$ cat src/rtl/axibram_read_pkg.sv
// Shared constants and types for the GP0 BRAM read slave and its helper blocks.
package axibram_read_pkg;
  localparam int ID_W  = 12;
  localparam int LEN_W = 4;

  localparam logic [1:0] BURST_FIXED = 2'b00;
  localparam logic [1:0] BURST_INCR  = 2'b01;
  localparam logic [1:0] BURST_WRAP  = 2'b10;
  localparam logic [1:0] RRESP_OKAY  = 2'b00;

  typedef enum logic {IDLE, BURST} rd_state_t;
endpackage

$ cat src/rtl/axibram_read_if.sv
// AXI3 read-address and read-data channels of the PS GP0 port.
interface axibram_read_if;
  import axibram_read_pkg::*;

  logic [31:0]      araddr;
  logic             arvalid;
  logic             arready;
  logic [ID_W-1:0]  arid;
  logic [LEN_W-1:0] arlen;
  logic [1:0]       arsize;
  logic [1:0]       arburst;

  logic [31:0]      rdata;
  logic             rvalid;
  logic             rready;
  logic [ID_W-1:0]  rid;
  logic             rlast;
  logic [1:0]       rresp;

  modport master (
    output araddr, arvalid, arid, arlen, arsize, arburst, rready,
    input  arready, rdata, rvalid, rid, rlast, rresp
  );

  modport slave (
    input  araddr, arvalid, arid, arlen, arsize, arburst, rready,
    output arready, rdata, rvalid, rid, rlast, rresp
  );
endinterface

$ cat src/rtl/axi_burst_addr_gen.sv
// Next word address of an AXI burst; shared by the BRAM read and write slaves.
module axi_burst_addr_gen
  import axibram_read_pkg::*;
#(
  parameter int ADDRESS_BITS = 10
) (
  input  logic [ADDRESS_BITS-1:0] addr,
  input  logic [1:0]              burst,
  input  logic [LEN_W-1:0]        len,
  output logic [ADDRESS_BITS-1:0] next_addr
);
  logic [ADDRESS_BITS-1:0] inc;
  logic [ADDRESS_BITS-1:0] mask;

  assign inc  = addr + ADDRESS_BITS'(1);
  assign mask = ADDRESS_BITS'(len);

  // WRAP keeps the bits above the burst size and lets only the low bits roll over
  always_comb begin
    case (burst)
      BURST_FIXED: next_addr = addr;
      BURST_INCR:  next_addr = inc;
      BURST_WRAP:  next_addr = (addr & ~mask) | (inc & mask);
      default:     next_addr = '0;
    endcase
  end
endmodule

$ cat src/rtl/fifo_same_clock.sv
// Single-clock FIFO with 2**DATA_DEPTH entries, first-word-fall-through read port.
module fifo_same_clock #(
  parameter int DATA_WIDTH = 16,
  parameter int DATA_DEPTH = 4
) (
  input  logic                  clk,
  input  logic                  rst,
  input  logic                  we,
  input  logic                  re,
  input  logic [DATA_WIDTH-1:0] data_in,
  output logic [DATA_WIDTH-1:0] data_out,
  output logic                  nempty,
  output logic                  half_full
);
  localparam int ENTRIES = 1 << DATA_DEPTH;

  logic [DATA_WIDTH-1:0] mem [ENTRIES];
  logic [DATA_DEPTH-1:0] wptr, rptr;
  logic [DATA_DEPTH:0]   count;

  always_ff @(posedge clk or posedge rst) begin
    if (rst) begin
      wptr  <= '0;
      rptr  <= '0;
      count <= '0;
    end else begin
      if (we) wptr <= wptr + DATA_DEPTH'(1);
      if (re) rptr <= rptr + DATA_DEPTH'(1);
      case ({we, re})
        2'b10:   count <= count + (DATA_DEPTH + 1)'(1);
        2'b01:   count <= count - (DATA_DEPTH + 1)'(1);
        default: ;
      endcase
    end
  end

  always_ff @(posedge clk) begin
    if (we) mem[wptr] <= data_in;
  end

  assign data_out  = mem[rptr];
  assign nempty    = |count;
  assign half_full = count[DATA_DEPTH] | count[DATA_DEPTH-1];
endmodule

$ cat src/rtl/axibram_read.sv
// AXI3 read slave serving bursts from BRAM-like synchronous-read devices on GP0.
// Define AXIBRAM_READ_REGOUT_EN to use the memory output register (read latency 2).
module axibram_read
  import axibram_read_pkg::*;
#(
  parameter int ADDRESS_BITS = 10
) (
  input  logic                    aclk,
  input  logic                    rst,
  axibram_read_if.slave           axi,
  output logic [ADDRESS_BITS-1:0] pre_araddr,
  output logic                    start_burst,
  input  logic                    dev_ready,
  output logic                    bram_rclk,
  output logic [ADDRESS_BITS-1:0] bram_raddr,
  output logic                    bram_ren,
  output logic                    bram_regen,
  input  logic [31:0]             bram_rdata
);
  localparam int AR_W = 20 + ADDRESS_BITS;
  localparam int R_W  = ID_W + 1 + 32;

  logic [AR_W-1:0]         ar_head;
  logic                    ar_nempty, ar_half_full;
  logic [ID_W-1:0]         head_id;
  logic [1:0]              head_burst, head_size;
  logic [LEN_W-1:0]        head_len;

  rd_state_t               state, state_nxt;
  logic                    dev_ready_r;
  logic [4:0]              pending;
  logic [ADDRESS_BITS-1:0] addr, addr_nxt;
  logic [1:0]              burst;
  logic [LEN_W-1:0]        len, remaining;
  logic [ID_W-1:0]         id;
  logic                    ren, last_beat;

  logic                    vld_p0;
  logic [ID_W:0]           tag_p0;
  logic                    r_we, r_pop, r_nempty, r_half_full;
  logic [ID_W:0]           r_tag;
  logic [R_W-1:0]          r_head;
  logic                    unused_bits;

  fifo_same_clock #(.DATA_WIDTH(AR_W), .DATA_DEPTH(4)) i_ar_fifo (
    .clk       (aclk),
    .rst       (rst),
    .we        (axi.arvalid && axi.arready),
    .re        (start_burst),
    .data_in   ({axi.arid, axi.arburst, axi.arsize, axi.arlen, axi.araddr[ADDRESS_BITS+1:2]}),
    .data_out  (ar_head),
    .nempty    (ar_nempty),
    .half_full (ar_half_full)
  );

  assign axi.arready = ~ar_half_full;
  assign {head_id, head_burst, head_size, head_len, pre_araddr} = ar_head;

  axi_burst_addr_gen #(.ADDRESS_BITS(ADDRESS_BITS)) i_addr_gen (
    .addr      (addr),
    .burst     (burst),
    .len       (len),
    .next_addr (addr_nxt)
  );

  // A beat is issued only while the R FIFO still has a free slot reserved for it
  always_comb begin
    state_nxt   = state;
    ren         = 1'b0;
    last_beat   = 1'b0;
    start_burst = 1'b0;
    if (state == BURST) begin
      ren       = dev_ready_r && !pending[4];
      last_beat = ren && (remaining == '0);
    end
    start_burst = ar_nempty && dev_ready_r && ((state == IDLE) || last_beat);
    if (start_burst)    state_nxt = BURST;
    else if (last_beat) state_nxt = IDLE;
  end

  always_ff @(posedge aclk or posedge rst) begin
    if (rst) begin
      state       <= IDLE;
      dev_ready_r <= 1'b0;
      pending     <= '0;
    end else begin
      state       <= state_nxt;
      dev_ready_r <= dev_ready;
      case ({ren, r_pop})
        2'b10:   pending <= pending + 5'd1;
        2'b01:   pending <= pending - 5'd1;
        default: ;
      endcase
    end
  end

  always_ff @(posedge aclk) begin
    if (start_burst) begin
      addr      <= pre_araddr;
      burst     <= head_burst;
      len       <= head_len;
      remaining <= head_len;
      id        <= head_id;
    end else if (ren) begin
      addr      <= addr_nxt;
      remaining <= remaining - LEN_W'(1);
    end
  end

  // ---- stage p0: memory read issued, tag waits for its data ----
  always_ff @(posedge aclk or posedge rst) begin
    if (rst) vld_p0 <= 1'b0;
    else     vld_p0 <= ren;
  end

  always_ff @(posedge aclk) begin
    if (ren) tag_p0 <= {id, (remaining == '0)};
  end

`ifdef AXIBRAM_READ_REGOUT_EN
  logic          vld_p1;
  logic [ID_W:0] tag_p1;

  // ---- stage p1: memory output register loads ----
  always_ff @(posedge aclk or posedge rst) begin
    if (rst) vld_p1 <= 1'b0;
    else     vld_p1 <= vld_p0;
  end

  always_ff @(posedge aclk) begin
    if (vld_p0) tag_p1 <= tag_p0;
  end

  assign r_we       = vld_p1;
  assign r_tag      = tag_p1;
  assign bram_regen = vld_p0;
`else
  assign r_we       = vld_p0;
  assign r_tag      = tag_p0;
  assign bram_regen = 1'b1;
`endif

  fifo_same_clock #(.DATA_WIDTH(R_W), .DATA_DEPTH(4)) i_r_fifo (
    .clk       (aclk),
    .rst       (rst),
    .we        (r_we),
    .re        (r_pop),
    .data_in   ({r_tag, bram_rdata}),
    .data_out  (r_head),
    .nempty    (r_nempty),
    .half_full (r_half_full)
  );

  assign r_pop      = r_nempty && axi.rready;
  assign axi.rvalid = r_nempty;
  // Idle outputs read as zero instead of stale FIFO contents
  assign {axi.rid, axi.rlast, axi.rdata} = r_nempty ? r_head : '0;
  assign axi.rresp  = RRESP_OKAY;

  assign bram_rclk  = aclk;
  assign bram_raddr = addr;
  assign bram_ren   = ren;

  assign unused_bits = ^{head_size, r_half_full, axi.araddr[31:ADDRESS_BITS+2], axi.araddr[1:0]};
endmodule

$ cat src/flat_wrapper.sv
// flat-port wrapper written by rule: the top's interface ports become plain ports
module axibram_read_flat import axibram_read_pkg::*;
#(
  parameter int ADDRESS_BITS = 10
)
  (aclk, rst, pre_araddr, start_burst, dev_ready, bram_rclk, bram_raddr, bram_ren, bram_regen, bram_rdata, axi_araddr, axi_arvalid, axi_arid, axi_arlen, axi_arsize, axi_arburst, axi_rready, axi_arready, axi_rdata, axi_rvalid, axi_rid, axi_rlast, axi_rresp);
  axibram_read_if axi_i ();
  input  logic aclk;
  input  logic rst;
  output logic [ADDRESS_BITS-1:0] pre_araddr;
  output logic start_burst;
  input  logic dev_ready;
  output logic bram_rclk;
  output logic [ADDRESS_BITS-1:0] bram_raddr;
  output logic bram_ren;
  output logic bram_regen;
  input  logic [31:0] bram_rdata;
  input wire logic [$bits(axi_i.araddr)-1:0] axi_araddr;
  input wire logic [$bits(axi_i.arvalid)-1:0] axi_arvalid;
  input wire logic [$bits(axi_i.arid)-1:0] axi_arid;
  input wire logic [$bits(axi_i.arlen)-1:0] axi_arlen;
  input wire logic [$bits(axi_i.arsize)-1:0] axi_arsize;
  input wire logic [$bits(axi_i.arburst)-1:0] axi_arburst;
  input wire logic [$bits(axi_i.rready)-1:0] axi_rready;
  output wire logic [$bits(axi_i.arready)-1:0] axi_arready;
  output wire logic [$bits(axi_i.rdata)-1:0] axi_rdata;
  output wire logic [$bits(axi_i.rvalid)-1:0] axi_rvalid;
  output wire logic [$bits(axi_i.rid)-1:0] axi_rid;
  output wire logic [$bits(axi_i.rlast)-1:0] axi_rlast;
  output wire logic [$bits(axi_i.rresp)-1:0] axi_rresp;
  assign axi_i.araddr = axi_araddr;
  assign axi_i.arvalid = axi_arvalid;
  assign axi_i.arid = axi_arid;
  assign axi_i.arlen = axi_arlen;
  assign axi_i.arsize = axi_arsize;
  assign axi_i.arburst = axi_arburst;
  assign axi_i.rready = axi_rready;
  assign axi_arready = axi_i.arready;
  assign axi_rdata = axi_i.rdata;
  assign axi_rvalid = axi_i.rvalid;
  assign axi_rid = axi_i.rid;
  assign axi_rlast = axi_i.rlast;
  assign axi_rresp = axi_i.rresp;
  axibram_read #(.ADDRESS_BITS(ADDRESS_BITS)) u_core (.aclk(aclk), .rst(rst), .axi(axi_i), .pre_araddr(pre_araddr), .start_burst(start_burst), .dev_ready(dev_ready), .bram_rclk(bram_rclk), .bram_raddr(bram_raddr), .bram_ren(bram_ren), .bram_regen(bram_regen), .bram_rdata(bram_rdata));
endmodule
$ cat config.mk
export PLATFORM = sky130hd
export DESIGN_NAME = axibram_read_flat
export DESIGN_NICKNAME = d
export VERILOG_FILES = /design/src/rtl/axibram_read_pkg.sv /design/src/rtl/axibram_read_if.sv /design/src/rtl/axi_burst_addr_gen.sv /design/src/rtl/fifo_same_clock.sv /design/src/rtl/axibram_read.sv /design/src/flat_wrapper.sv
export SDC_FILE = /design/constraint.sdc
export NUM_CORES = 1
export LEC_CHECK = 0
export BUFFER_PORTS_ARGS = -buffer_cell sky130_fd_sc_hd__buf_2
export CORE_ASPECT_RATIO = 1.5
export CORE_MARGIN = 3
export CORE_UTILIZATION = 66
export DETAILED_ROUTE_END_ITERATION = 12
export PLACE_DENSITY = 0.84
export SYNTH_ARGS = -nofsm -noshare
export SYNTH_HDL_FRONTEND = slang
export SYNTH_SLANG_ARGS = --single-unit
$ cat constraint.sdc
create_clock -name aclk -period 8.95 [get_ports aclk]
set_input_delay 0.4475 -clock aclk [delete_from_list [all_inputs] [get_ports aclk]]
set_output_delay 0.4475 -clock aclk [all_outputs]
set_load 0.02 [all_outputs]
==> reports/qor.csv <==
metric;value;unit
coreArea;0.07177;mm2
min_path_type;in -> reg;
path_buf_inv;3;
worstSetupPathType;clk -> out;
cap_violations;0;
cpMaxStageDelayCell;buf_2;
slew_headroom;22.99;%
fin_nets;2422;
drtIter0Drc;2299;
p_leak;17.37;nW
drive_above_1_share;28.61;%
die_height;336.6;um
drv_slew;0;
yosys-top-cells-area;edfxtp_1 76%, mux4_2 14%, mux2i_1 2.7%, dfrtp_1 1.8%, ha_1 0.70%;
hold_buffers;27;
outcome;finished clean;
globalplace.congestion;0.8059;
start_util;67.02;%
synth_edf_count;1213;
synth_top_area_share;75.73;%
finalHoldViolCount;0;
rows;120;
syn2layout_area_growth;11.22;%
worstSetupEndpointType;output port;
yosysWarnings;0;
routedWlPerCell;32.03;um
cp_num_cells;3;
ir_worst_vdd;0.2573;mV
cp.required;8.50;ns
synth_area_per_cell;22.84;um2
critPathTopFamily;buffers and inverters;
vias;22631;
clock_skew;0.02824;ns
antenna_found_initial;3;
wl;106.0;mm
boundaryPins;162;
post_cts_buffers;0;
path_cells;clkbuf_16 > clkbuf_16 > buf_2;
ant_nets;0;
holdPathStages;1;
netlist_area;0.04810;mm2
viasPerCell;6.837;
syn-instance-count;2106;
setup_violations;0;
hpwl;50.13;mm
synth_cell_type_count;44;
grt_max_degree;129;
worstSetupStartpointType;clock port;
clkTransAtPathRegs;0.06;ns
cts_tree;built;
cp_data_arrival_time;4.87;ns
drcViolationCount;0;
grt_overflow;0;
synth-seq-cells;1247;
grt_pass1_wl;156.2;mm
holdWs;0.04129;ns
fp.dieW;226.4;um
layout_commonest_cell;edfxtp_1;
critPathMaxStageDelay;0.15;ns
mostFrequentLayoutCells;1213 x edfxtp_1, 306 x mux4_2, 134 x buf_2;
yosysTopAreaCell;edfxtp_1;
setup_tns;0;ns
rsz0062_at_grt;false;
seq_area_frac_synth;77.50;%
cts_resized;0;
grt_usage;28.56;%
dieArea;0.07622;mm2
first_pass_iters;7;
synth_flop_cell;edfxtp_1;
nFillCells;3736;
grt_pass1_vias;24122;
power.density;303.6;mW/mm2
cpMostUsedCell;clkbuf_16;
synthArstFlopShare;2.727;%
reg2reg_depth;13;
tightestPinTransition;1.155;ns
crit_fanout;2;
clk_latency;0.80;ns
port_buffers;134;
## report_power, final
part           leakage [nW]  switching [mW]  internal [mW]
sequential             11.3           0.479           6.92
clock                  1.70            2.05           2.58
combinational          4.33            2.28           1.94
total                  17.4            4.81           11.4
## stage by stage
step / utilization [%] / cells / cell area [um2] / total power, mW / setup WS, ns
after floorplan: - / 2107 / 48100 / 10.50 / 3.894
after global placement: 69.30 / 3082 / 49730 / 11.51 / 3.892
after detailed placement: 69.30 / 3082 / 49730 / 11.69 / 3.892
after CTS: 74.53 / 3306 / 53490 / 16.36 / 3.626
after global routing: 74.53 / 3308 / 53490 / 16.83 / 3.622
final: 74.54 / 3310 / 53500 / 16.24 / 3.630
## routing by layer
layer  global-route usage, %  share of wire (%)  vias to the layer above
met3                   5.461                8.1                      280
met1                   35.50                 34                    11791
li1                        -                  -                     9192
met4                   11.75                3.7                        0
met5                       0                  0                        -
met2                   49.93                 54                     1368
## cell usage after synthesis (2+ instances only)
cell type / n
mux2i_1: 131
conb_1: 2
ha_1: 27
buf_4: 21
nand2_1: 39
edfxtp_1: 1213
nor3b_1: 3
and2_1: 35
buf_1: 12
nand3_1: 2
fa_1: 2
mux4_2: 306
and3_1: 3
dfrtp_1: 34
buf_2: 36
nor2b_1: 3
nand4_1: 7
nor3_1: 4
inv_1: 21
buf_6: 3
o22ai_1: 48
xor2_1: 16
a21oi_1: 10
xnor2_1: 19
mux2_2: 5
nor2_1: 8
clkbuf_1: 47
o31ai_1: 7
o21ai_0: 21
a21o_1: 4
nand2b_1: 4
## kinds of logic after synthesis
logic type	synth area share, %
AO/OA/AOI/OAI	1.277
XOR/XNOR	0.6373
adder cells (fa/ha/maj)	0.7856
buffers and inverters	1.397
flip-flops	77.50
multiplexers	17.17
other	0.01561
AND/OR/NAND/NOR	1.220
## layout make-up
type                            count  area, um2  area share (%)
Sequential cell                  1247      37300           69.72
Clock inverter                     70      624.3           1.167
Antenna cell                        4      10.01         0.01871
Timing Repair Buffer              205       1286           2.404
Inverter                           21      78.83          0.1473
Clock buffer                      128       2864           5.354
Multi-Input combinational cell    720      10190           19.05
Tap cell                          915       1145           2.140
## worst paths after layout
check,slack [ns],start,to
max,3.63,aclk,bram_rclk
max in group asynchronous,8.24,rst,u_core.i_ar_fifo.rptr[1]
max reg2reg,5.45,u_core.remaining[0],u_core.i_ar_fifo.count[4]
min reg2reg,0.42,u_core.id[10],u_core.r_tag[11]
min,0.04,axi_araddr[5],u_core.i_ar_fifo.mem[5][3]
min in group asynchronous,0.31,rst,u_core.i_ar_fifo.wptr[2]
## sequential cells by signal, summed over array words and instances (netlist names)
signal,flops
u_core.i_ar_fifo.wptr,4
u_core.i_ar_fifo.rptr,4
u_core.i_r_fifo.wptr,4
u_core.r_we,1
u_core.len,4
u_core.remaining,4
u_core.dev_ready_r,1
u_core.i_r_fifo.rptr,4
u_core.pending,5
u_core.id,12
u_core.i_r_fifo.mem,720
u_core.i_ar_fifo.mem,448
u_core.bram_raddr,10
u_core.i_r_fifo.count,5
u_core.state,1
u_core.r_tag,13
u_core.i_ar_fifo.count,5
u_core.burst,2
Note: power is estimated with default switching activity, not from simulation.
